==> config.mk <==
export PLATFORM = sky130hd
export DESIGN_NAME = switchbox_cfg_loader_flat
export DESIGN_NICKNAME = d
export VERILOG_FILES = /design/src/rtl/switchbox_cfg_loader_if.sv /design/src/rtl/switchbox_cfg_loader.sv /design/src/flat_wrapper.sv
export SDC_FILE = /design/constraint.sdc
export NUM_CORES = 1
export LEC_CHECK = 0
export BUFFER_PORTS_ARGS = -buffer_cell sky130_fd_sc_hd__buf_4
export CAP_MARGIN = 20
export CORE_MARGIN = 4
export CORE_UTILIZATION = 40
export CTS_CLUSTER_DIAMETER = 30
export DETAILED_ROUTE_END_ITERATION = 10
export SLEW_MARGIN = 15
export SYNTH_ARGS = -nofsm -noshare
export SYNTH_HDL_FRONTEND = slang
export SYNTH_SLANG_ARGS = --single-unit
==> constraint.sdc <==
create_clock -name clk -period 9.74 [get_ports clk]
set_clock_uncertainty 0.15 [all_clocks]
set_input_delay 0.974 -clock clk [delete_from_list [all_inputs] [get_ports clk]]
set_output_delay 0.974 -clock clk [all_outputs]
set_load 0.01 [all_outputs]
==> src/rtl/switchbox_cfg_loader_if.sv <==
// switchbox_cfg_loader_if
//   Bundles the serial load handshake and the committed configuration bus
//   between the device configuration controller (master) and the switch-box
//   configuration loader (slave).
//   cfg_start/cfg_valid/cfg_bit : controller -> loader serial route stream
//   cfg_ready/busy              : loader status
//   cfg_out                     : active per-pin route words, entry k at [k*CFG_W +: CFG_W]
//   cfg_done/cfg_err/err_word   : commit pulse, sticky error, first failing entry
interface switchbox_cfg_loader_if #(
    parameter int N_ENT = 18,
    parameter int CFG_W = 6
);
    logic                     cfg_start;
    logic                     cfg_valid;
    logic                     cfg_bit;
    logic                     cfg_ready;
    logic [N_ENT*CFG_W-1:0]   cfg_out;
    logic                     cfg_done;
    logic                     cfg_err;
    logic [4:0]               err_word;
    logic                     busy;

    modport master (
        output cfg_start, cfg_valid, cfg_bit,
        input  cfg_ready, cfg_out, cfg_done, cfg_err, err_word, busy
    );

    modport slave (
        input  cfg_start, cfg_valid, cfg_bit,
        output cfg_ready, cfg_out, cfg_done, cfg_err, err_word, busy
    );
endinterface

==> src/rtl/switchbox_cfg_loader.sv <==
// switchbox_cfg_loader
//   Deserializes a bit-serial route stream (MSB first) into one route word
//   per switch-box pin, validates each word as it completes, and commits the
//   whole set atomically onto the flattened configuration bus.
//   Route word: [2:0] side code (0 undriven, 1 top, 2 right, 3 bottom,
//   4 left), [5:3] source index. Entry order: top, bottom, left, right.
//   Ports:
//     clk   : clock, rising edge
//     rst_n : synchronous active-low reset
//     bus   : switchbox_cfg_loader_if.slave (stream in, config/status out)
//   Optional build macro SWITCHBOX_CFG_PARITY_EN: every word is followed by
//   one odd-parity bit, checked together with the route checks.
module switchbox_cfg_loader #(
    parameter int N_TB  = 5,
    parameter int N_LR  = 4,
    parameter int CFG_W = 6
) (
    input  logic                    clk,
    input  logic                    rst_n,
    switchbox_cfg_loader_if.slave   bus
);
    localparam int N_ENT = 2*N_TB + 2*N_LR;
`ifdef SWITCHBOX_CFG_PARITY_EN
    localparam int BITS = CFG_W + 1;
`else
    localparam int BITS = CFG_W;
`endif
    // Only BITS-1 bits need storing; the last one arrives on cfg_bit itself.
    localparam int SR_W = BITS - 1;
    localparam int BCW  = $clog2(BITS);

    typedef enum logic [1:0] {IDLE, SHIFT, COMMIT} state_t;

    state_t                         state, state_nxt;
    logic [BCW-1:0]                 bit_cnt;
    logic [4:0]                     word_cnt;
    logic [SR_W-1:0]                word_sr;
    logic [N_ENT-1:0][CFG_W-1:0]    shadow;
    logic [N_ENT-1:0][CFG_W-1:0]    active;
    logic                           done_q, err_q;
    logic [4:0]                     err_word_q;
    logic                           ready_c, busy_c;

    logic [CFG_W-1:0]               cur_word;
    logic                           par_ok;
    logic [2:0]                     side, idx, own_side, own_pin;
    logic                           route_ok, self_route, word_ok, word_done;

`ifdef SWITCHBOX_CFG_PARITY_EN
    assign cur_word = word_sr;
    assign par_ok   = ^{word_sr, bus.cfg_bit};
`else
    assign cur_word = {word_sr, bus.cfg_bit};
    assign par_ok   = 1'b1;
`endif

    assign side = cur_word[2:0];
    assign idx  = cur_word[5:3];

    // Side and pin of the entry currently being loaded, for the self-route check.
    always_comb begin
        own_side = 3'd0;
        own_pin  = 3'd0;
        if (word_cnt < 5'(N_TB)) begin
            own_side = 3'd1;
            own_pin  = 3'(word_cnt);
        end else if (word_cnt < 5'(2*N_TB)) begin
            own_side = 3'd3;
            own_pin  = 3'(word_cnt - 5'(N_TB));
        end else if (word_cnt < 5'(2*N_TB + N_LR)) begin
            own_side = 3'd4;
            own_pin  = 3'(word_cnt - 5'(2*N_TB));
        end else begin
            own_side = 3'd2;
            own_pin  = 3'(word_cnt - 5'(2*N_TB + N_LR));
        end
    end

    always_comb begin
        case (side)
            3'd0:       route_ok = 1'b1;
            3'd1, 3'd3: route_ok = ({2'b00, idx} < 5'(N_TB));
            3'd2, 3'd4: route_ok = ({2'b00, idx} < 5'(N_LR));
            default:    route_ok = 1'b0;
        endcase
    end

    // Side code 0 never matches an own side (1..4), so undriven stays legal.
    assign self_route = (side == own_side) && (idx == own_pin);
    assign word_ok    = route_ok && !self_route && par_ok;
    assign word_done  = (state == SHIFT) && bus.cfg_valid && !bus.cfg_start &&
                        (bit_cnt == BCW'(BITS-1));

    always_ff @(posedge clk) begin
        if (!rst_n) state <= IDLE;
        else        state <= state_nxt;
    end

    always_comb begin
        state_nxt = state;
        ready_c   = 1'b0;
        busy_c    = 1'b1;
        case (state)
            IDLE: begin
                busy_c = 1'b0;
                if (bus.cfg_start) state_nxt = SHIFT;
            end
            SHIFT: begin
                ready_c = 1'b1;
                if (bus.cfg_start)                                  state_nxt = SHIFT;
                else if (word_done && !word_ok)                     state_nxt = IDLE;
                else if (word_done && word_cnt == 5'(N_ENT-1))      state_nxt = COMMIT;
            end
            COMMIT:  state_nxt = bus.cfg_start ? SHIFT : IDLE;
            default: state_nxt = IDLE;
        endcase
    end

    always_ff @(posedge clk) begin
        if (!rst_n) begin
            bit_cnt    <= '0;
            word_cnt   <= '0;
            word_sr    <= '0;
            shadow     <= '0;
            active     <= '0;
            done_q     <= 1'b0;
            err_q      <= 1'b0;
            err_word_q <= '0;
        end else begin
            done_q <= 1'b0;
            // Start wins over everything, including a pending commit.
            if (bus.cfg_start) begin
                bit_cnt    <= '0;
                word_cnt   <= '0;
                err_q      <= 1'b0;
                err_word_q <= '0;
            end else if (state == SHIFT && bus.cfg_valid) begin
                word_sr <= {word_sr[SR_W-2:0], bus.cfg_bit};
                if (word_done) begin
                    bit_cnt <= '0;
                    if (word_ok) begin
                        shadow[word_cnt] <= cur_word;
                        word_cnt         <= word_cnt + 5'd1;
                    end else begin
                        err_q      <= 1'b1;
                        err_word_q <= word_cnt;
                    end
                end else begin
                    bit_cnt <= bit_cnt + BCW'(1);
                end
            end else if (state == COMMIT) begin
                active <= shadow;
                done_q <= 1'b1;
            end
        end
    end

    assign bus.cfg_ready = ready_c;
    assign bus.busy      = busy_c;
    assign bus.cfg_out   = active;
    assign bus.cfg_done  = done_q;
    assign bus.cfg_err   = err_q;
    assign bus.err_word  = err_word_q;
endmodule

==> src/flat_wrapper.sv <==
// flat-port wrapper written by rule: the top's interface ports become plain ports
module switchbox_cfg_loader_flat 
#(
    parameter int N_TB  = 5,
    parameter int N_LR  = 4,
    parameter int CFG_W = 6
)
  (clk, rst_n, bus_cfg_start, bus_cfg_valid, bus_cfg_bit, bus_cfg_ready, bus_cfg_out, bus_cfg_done, bus_cfg_err, bus_err_word, bus_busy);
  switchbox_cfg_loader_if #(.N_ENT((18)), .CFG_W(CFG_W)) bus_i ();
  input  logic clk;
  input  logic rst_n;
  input wire logic [$bits(bus_i.cfg_start)-1:0] bus_cfg_start;
  input wire logic [$bits(bus_i.cfg_valid)-1:0] bus_cfg_valid;
  input wire logic [$bits(bus_i.cfg_bit)-1:0] bus_cfg_bit;
  output wire logic [$bits(bus_i.cfg_ready)-1:0] bus_cfg_ready;
  output wire logic [$bits(bus_i.cfg_out)-1:0] bus_cfg_out;
  output wire logic [$bits(bus_i.cfg_done)-1:0] bus_cfg_done;
  output wire logic [$bits(bus_i.cfg_err)-1:0] bus_cfg_err;
  output wire logic [$bits(bus_i.err_word)-1:0] bus_err_word;
  output wire logic [$bits(bus_i.busy)-1:0] bus_busy;
  assign bus_i.cfg_start = bus_cfg_start;
  assign bus_i.cfg_valid = bus_cfg_valid;
  assign bus_i.cfg_bit = bus_cfg_bit;
  assign bus_cfg_ready = bus_i.cfg_ready;
  assign bus_cfg_out = bus_i.cfg_out;
  assign bus_cfg_done = bus_i.cfg_done;
  assign bus_cfg_err = bus_i.cfg_err;
  assign bus_err_word = bus_i.err_word;
  assign bus_busy = bus_i.busy;
  switchbox_cfg_loader #(.N_TB(N_TB), .N_LR(N_LR), .CFG_W(CFG_W)) u_core (.clk(clk), .rst_n(rst_n), .bus(bus_i));
endmodule
==> reports/qor.txt, run 1 <==
outcome: complete, no violations
Yosys cell types: 46
Via density: 4.84
Final Max Slew Viols: 0
Synth top area share: 0.501
Starting Density: 0.406
drt total wl: 22600 um
WHS Path Cells: 2
R2R depth: 10
Layout fillers: 2223
Syn Nets: 1048
Hold Crit Start: u_core.shadow[96]
CTS Hold Buffers Added: 0
# resized after CTS: 0
clock tree sinks: 238
period utilization: 0.435
worst skew pair latency: 530 ps
vias in the first global route: 7149
post-route ant nets: 0
Post-DP HPWL: 13400 um
Iter 0 DRT Violations: 445
Port Buffer Count: 121
Pre-antenna DRT Iters: 6
Die X: 162 um
min cycle time layout: 4240 ps
Hold EP: u_core.shadow[96]
Cell Area, Placed: 10600 um2
Setup TNS Final: 0 ps
WP data required: 9940 ps
dpl cells: 1410
ANT cells: 0
largest net degree at the start of global routing: 127
Post-Syn Area per Cell: 9.17 um2
Relative slew margins: 0.307
die area: 26300 um2
CTS H-Tree Depth: 2
Post-Syn Area: 9500 um2
Max Cap Violations: 0
core area: 23400 um2
Ys Warns: 0
WL/cell: 15.1 um
top cells by area, synth: dfxtp_1 50%, nand2_1 14%, mux2i_1 12%, a21boi_0 9.0%, nor3_4 2.7%
CTS tree: done
number of synthesized register bits: 238
Hold Crit Class: flop to flop
post-synthesis sequential area ratio: 0.501
gr usage total: 0.171
share of cells above drive strength 1: 0.205
Leak: 4.34 nW
setup bufs post-CTS: 0
Final setup viols: 0
EDFF count, synth: 0
Post-Layout Cell Count: 1498
Yosys top cell by area: dfxtp_1
Area Growth Syn to Fin: 29.3%
Final GP Congestion: 0.791
first-pass GRT wire length: 37100 um
Hold Fails Final Rpt: 0
critical path type: flop to flop
crit path max fanout: 17
Async S/R FF share, synth: 0
RR Endpoint: u_core.shadow[72]
I/O pins: 122
vias: 7243
total gr overflow: 0
Worst Path Arrival: 4450 ps
design area: 12300 um2
worst reg2reg path startpoint: u_core.word_cnt[1]
fin nets: 1153
Mapped Cells: 1036
Clock transition at path regs: 50 ps
Root Driver: clkbuf_16
Util after Layout: 0.525
top cells by count, synth: 356 x nand2_1, 238 x dfxtp_1, 118 x mux2i_1
# rows: 56
reg-to-reg setup timing slack: 5500 ps
Worst Max-Slew Pin Slew: 1040 ps
Clock Path Buffers: 3
Residual DRC: 0
dominant synthesized flop cell: dfxtp_1
initial antenna violation count: 0
Worst VDD drop: 0.147 mV
Max Fclk: 0.236 GHz
PD cells: 222 nW/um2
nature of the critical path endpoint: flop
CP startpoint kind: flop
RSZ-0062 raised after global routing: false
Die Ht: 162 um
top-count cell post-synth: nand2_1
TritonCTS Buffers: 48
-- through the flow --
stage / total power [W] / hold WS, ps / worst slack (ps)
after floorplan: 0.00103 / 285 / 6500
after global placement: 0.00104 / 292 / 5520
after detailed placement: 0.00104 / 297 / 5510
after CTS: 0.00276 / 306 / 5490
after global routing: 0.00281 / 320 / 5270
final: 0.00273 / 304 / 5500
-- registers in the layout (all words and copies together), names as in the netlist --
signal	count
u_core.bus.cfg_done	1
u_core.shadow	108
u_core.bit_cnt	3
u_core.bus.cfg_err	1
u_core.word_cnt	5
u_core.bus.cfg_out	108
u_core.word_sr	5
u_core.bus.err_word	5
u_core.state	2
-- layout make-up --
class                           instances  area, um2  share of cell area
Clock buffer                           60       1350               0.110
Inverter                                6       22.5             0.00183
Tap cell                              319        399              0.0325
Sequential cell                       238       4760               0.388
Clock inverter                         28        385              0.0313
Timing Repair Buffer                  129        972              0.0791
Multi-Input combinational cell        718       4400               0.358
-- report_power, final --
group           total, W  internal, W  switching, W
Combinational  0.0000393    0.0000120     0.0000273
Clock            0.00171      0.00119      0.000524
Sequential      0.000978     0.000977   0.000000764
Total            0.00273      0.00218      0.000552
-- layer usage --
layer,vias up,GRT usage,share of wire
met5,-,0,0
met4,0,0.0442,0.014
met3,28,0.0401,0.046
met2,146,0.269,0.45
met1,3408,0.237,0.49
li1,3661,-,-
-- how the worst max path moves through the flow --
stage | start | to | slack, ps | cells past startpoint
2_1_floorplan | u_core.word_cnt[1] | u_core.shadow[101] | 6500 | 11
3_3_place_gp | rst_n | u_core.bus.err_word[1] | 5520 | 5
3_5_place_dp | u_core.word_cnt[1] | u_core.shadow[72] | 5510 | 10
4_1_cts | u_core.word_cnt[1] | u_core.shadow[83] | 5490 | 10
5_1_grt | u_core.word_cnt[1] | u_core.shadow[75] | 5270 | 10
6_report | u_core.word_cnt[1] | u_core.shadow[72] | 5500 | 10
-- logic make-up (layout without fill, tap and decap cells) --
kind of cell / after synthesis / in the layout / synth area share
AND/OR/NAND/NOR: 445 / 445 / 0.212
flip-flops: 238 / 238 / 0.501
AO/OA/AOI/OAI: 144 / 144 / 0.112
multiplexers: 118 / 118 / 0.124
buffers and inverters: 80 / 223 / 0.0374
adder cells (fa/ha/maj): 7 / 7 / 0.00921
XOR/XNOR: 4 / 4 / 0.00369
-- worst max-delay path, stage by stage (launching register included) --
cell and delay, ps:
dfxtp_1 690, inv_1 220, ha_1 380, or2b_1 250, a2111oi_2 380, nor3_1 90, or4b_4 510, nor3_4 520
buf_4 490, nor3_2 200, mux2i_1 160
-- placed cells by master (no fill, tap or decap), types with 5 or more instances in the layout --
| cell type | count |
|---|---|
| nand2_1 | 356 |
| dfxtp_1 | 238 |
| buf_4 | 128 |
| mux2i_1 | 118 |
| a21boi_0 | 114 |
| clkbuf_16 | 49 |
| nand3_1 | 21 |
| nor3_4 | 16 |
| nor2_1 | 12 |
| nor3_1 | 11 |
| o21ai_0 | 10 |
| bufinv_16 | 8 |
| clkbuf_8 | 8 |
| ha_1 | 7 |
| inv_1 | 6 |
| nand2b_1 | 6 |
| clkinvlp_4 | 6 |
| clkinv_2 | 6 |
| a21oi_1 | 5 |
No activity file was read; power rests on OpenSTA's default activity.
==> run 2, diff against run 1 <==
--- a/config.mk
+++ b/config.mk
@@ -5,6 +5,7 @@
 export SDC_FILE = /design/constraint.sdc
 export NUM_CORES = 1
 export LEC_CHECK = 0
+export ABC_AREA = 1
 export BUFFER_PORTS_ARGS = -buffer_cell sky130_fd_sc_hd__buf_4
 export CAP_MARGIN = 20
 export CORE_MARGIN = 4
==> constraint.sdc (replaced) <==
create_clock -name clk -period 3.4 [get_ports clk]
set_clock_uncertainty 0.15 [all_clocks]
set_input_delay 0.34 -clock clk [delete_from_list [all_inputs] [get_ports clk]]
set_output_delay 0.34 -clock clk [all_outputs]
set_load 0.01 [all_outputs]
==> run 2 against run 1 <==
- critical path depth increased by 3
- sequential power increased to 2.9 times the previous value
- clock power increased to 2.7 times the previous value
- global-route usage increased by 1.5 points
==> reports/qor.txt, run 2 <==
Mapped Cells: 1178
Starting Density: 0.406
EDFF count, synth: 0
Iter 0 DRT Violations: 557
total gr overflow: 0
fin nets: 1293
cells along the critical path: inv_1 > ha_1 > inv_1 > nand3_1 > nand2_1 > nand2_1 > nand2_2 > nand2_2 > nor2_4 > nor2_8 > buf_4 > nand4_1 > a21oi_1
Die Ht: 162 um
top cells by count, synth: 238 x dfxtp_1, 221 x a21oi_1, 133 x nand2_1
clock tree sinks: 238
Pre-antenna DRT Iters: 6
most common cell after layout, fill and taps aside: dfxtp_1
nature of the critical path endpoint: flop
Ys Warns: 0
die area: 26300 um2
Layout fillers: 2302
Die X: 162 um
RSZ-0062 raised after global routing: false
Final Max Slew Viols: 0
Clock transition at path regs: 50 ps
Cell Area, Placed: 10600 um2
Yosys top cell by area: dfxtp_1
top-count cell post-synth: dfxtp_1
Hold Fails Final Rpt: 0
switching share of power: 0.226
vias: 8303
dominant synthesized flop cell: dfxtp_1
min cycle time layout: 2760 ps
Clock Power Share: 0.606
Via density: 5.06
Hold Crit Start: bus_cfg_bit
sequential share of power: 0.365
worst skew pair latency: 540 ps
number of synthesized register bits: 238
Worst VDD drop: 0.370 mV
Comb pwr share: 0.029
Met1 Routed Length: 11600 um
TritonCTS Buffers: 50
Syn Nets: 1190
I/O pins: 122
PD cells: 628 nW/um2
P_int: 0.00595 W
Clock Path Buffers: 3
Synth top area share: 0.502
Leak: 4.75 nW
post-synthesis sequential area ratio: 0.502
WL/cell: 15.1 um
Root Driver: clkbuf_16
Async S/R FF share, synth: 0
DR top layer: met4
Area Growth Syn to Fin: 28.9%
period utilization: 0.813
worst reg2reg path startpoint: u_core.word_cnt[0]
CP startpoint kind: flop
top cells by area, synth: dfxtp_1 50%, a21oi_1 12%, nand4_1 7.2%, o21ai_0 6.6%, nand2_1 5.3%
Multi-input gate area: 3800 um2
share of cells above drive strength 1: 0.204
WP data required: 3700 ps
critical path launch point: u_core.word_cnt[0]
CP peak stage delay: 490 ps
first-pass GRT wire length: 40800 um
Post-Syn Area per Cell: 8.06 um2
Yosys cell types: 34
design area: 12200 um2
Reg area: 4760 um2
outcome: complete, no violations
drt total wl: 24800 um
gr usage total: 0.185
most frequent cells in the layout: 238 x dfxtp_1, 221 x a21oi_1, 133 x nand2_1, 133 x buf_4, 127 x inv_1
Hold Crit Class: primary input to flop
vias in the first global route: 8098
initial antenna violation count: 0
ANT cells: 0
Max Fclk: 0.362 GHz
Relative slew margins: 0.444
sw power: 0.00174 W
DR WL met2: 11500 um
Worst Path Arrival: 3070 ps
Final GP Congestion: 0.823
post-route ant nets: 0
Residual DRC: 0
CP max stage cell: dfxtp_1
met3 routed WL: 1370 um
Final setup viols: 0
Post-Syn Area: 9500 um2
CTS H-Tree Depth: 2
crit path max fanout: 30
critical path type: flop to flop
# rows: 56
Max Cap Violations: 0
core area: 23400 um2
Setup TNS Final: 0 ps
Port Buffer Count: 121
largest net degree at the start of global routing: 115
CTS tree: done
Post-DP HPWL: 15300 um
Worst Max-Slew Pin Slew: 832 ps
-- run 2: power by group through the flow --
stage	logic, W	registers [W]	clock network, W
detailed placement	0.000220	0.00286	0
finish	0.000222	0.00281	0.00466
floorplan	0.000180	0.00286	0
CTS	0.000223	0.00281	0.00473
global route	0.000244	0.00281	0.00489
global placement	0.000219	0.00286	0
-- run 2: kinds of logic after synthesis --
logic type                 synth area share
AOI/OAI and AO/OA                     0.188
DFF                                   0.502
and+or+nand+nor                       0.197
adders and majority gates           0.00922
xor gates and xnor gates            0.00461
buffers and inverters                0.0993
-- run 2: final timing paths --
path	cells after the start	slack, ps	end
min	3	120	u_core.shadow[84]
min reg2reg	2	290	u_core.bus.cfg_out[59]
max	13	640	u_core.shadow[100]
max reg2reg	13	640	u_core.shadow[100]
-- run 2: stage by stage --
| step | setup slack, ps | power (W) | std cells | utilization | hold WS [ps] |
|---|---|---|---|---|---|
| final | 637 | 0.00769 | 1641 | 0.523 | 118 |
| after global routing | 416 | 0.00794 | 1641 | 0.523 | 112 |
| after floorplan | 1300 | 0.00304 | 1178 | - | 292 |
| after global placement | 791 | 0.00308 | 1546 | 0.451 | 283 |
| after CTS | 646 | 0.00777 | 1641 | 0.523 | 83.1 |
| after detailed placement | 650 | 0.00308 | 1546 | 0.451 | 287 |
-- run 2: timing repair --
action	4_1_cts	5_1_grt
resized for setup	0	0
setup buffers	0	0
hold buffers	2	0
endpoints found under the hold margin	2	0
-- run 2: worst max-delay path, delay by kind of cell, from the launching register on --
family	cells	cell delay, ps
adder cells (fa/ha/maj)	1	340
AO/OA/AOI/OAI	1	180
buffers and inverters	3	610
flip-flops	1	490
AND/OR/NAND/NOR	8	900
-- run 2: area by class of cell --
class,instances,share of cell area
Multi-Input combinational cell,716,0.311
Tap cell,319,0.0326
Sequential cell,238,0.389
Timing Repair Buffer,139,0.0897
Clock buffer,67,0.117
Inverter,136,0.0419
Clock inverter,26,0.0194
-- run 2: layer usage --
layer	GRT usage	vias up
met5	0	-
met4	0.0534	0
met3	0.0396	29
met2	0.298	198
met1	0.253	3844
li1	-	4232
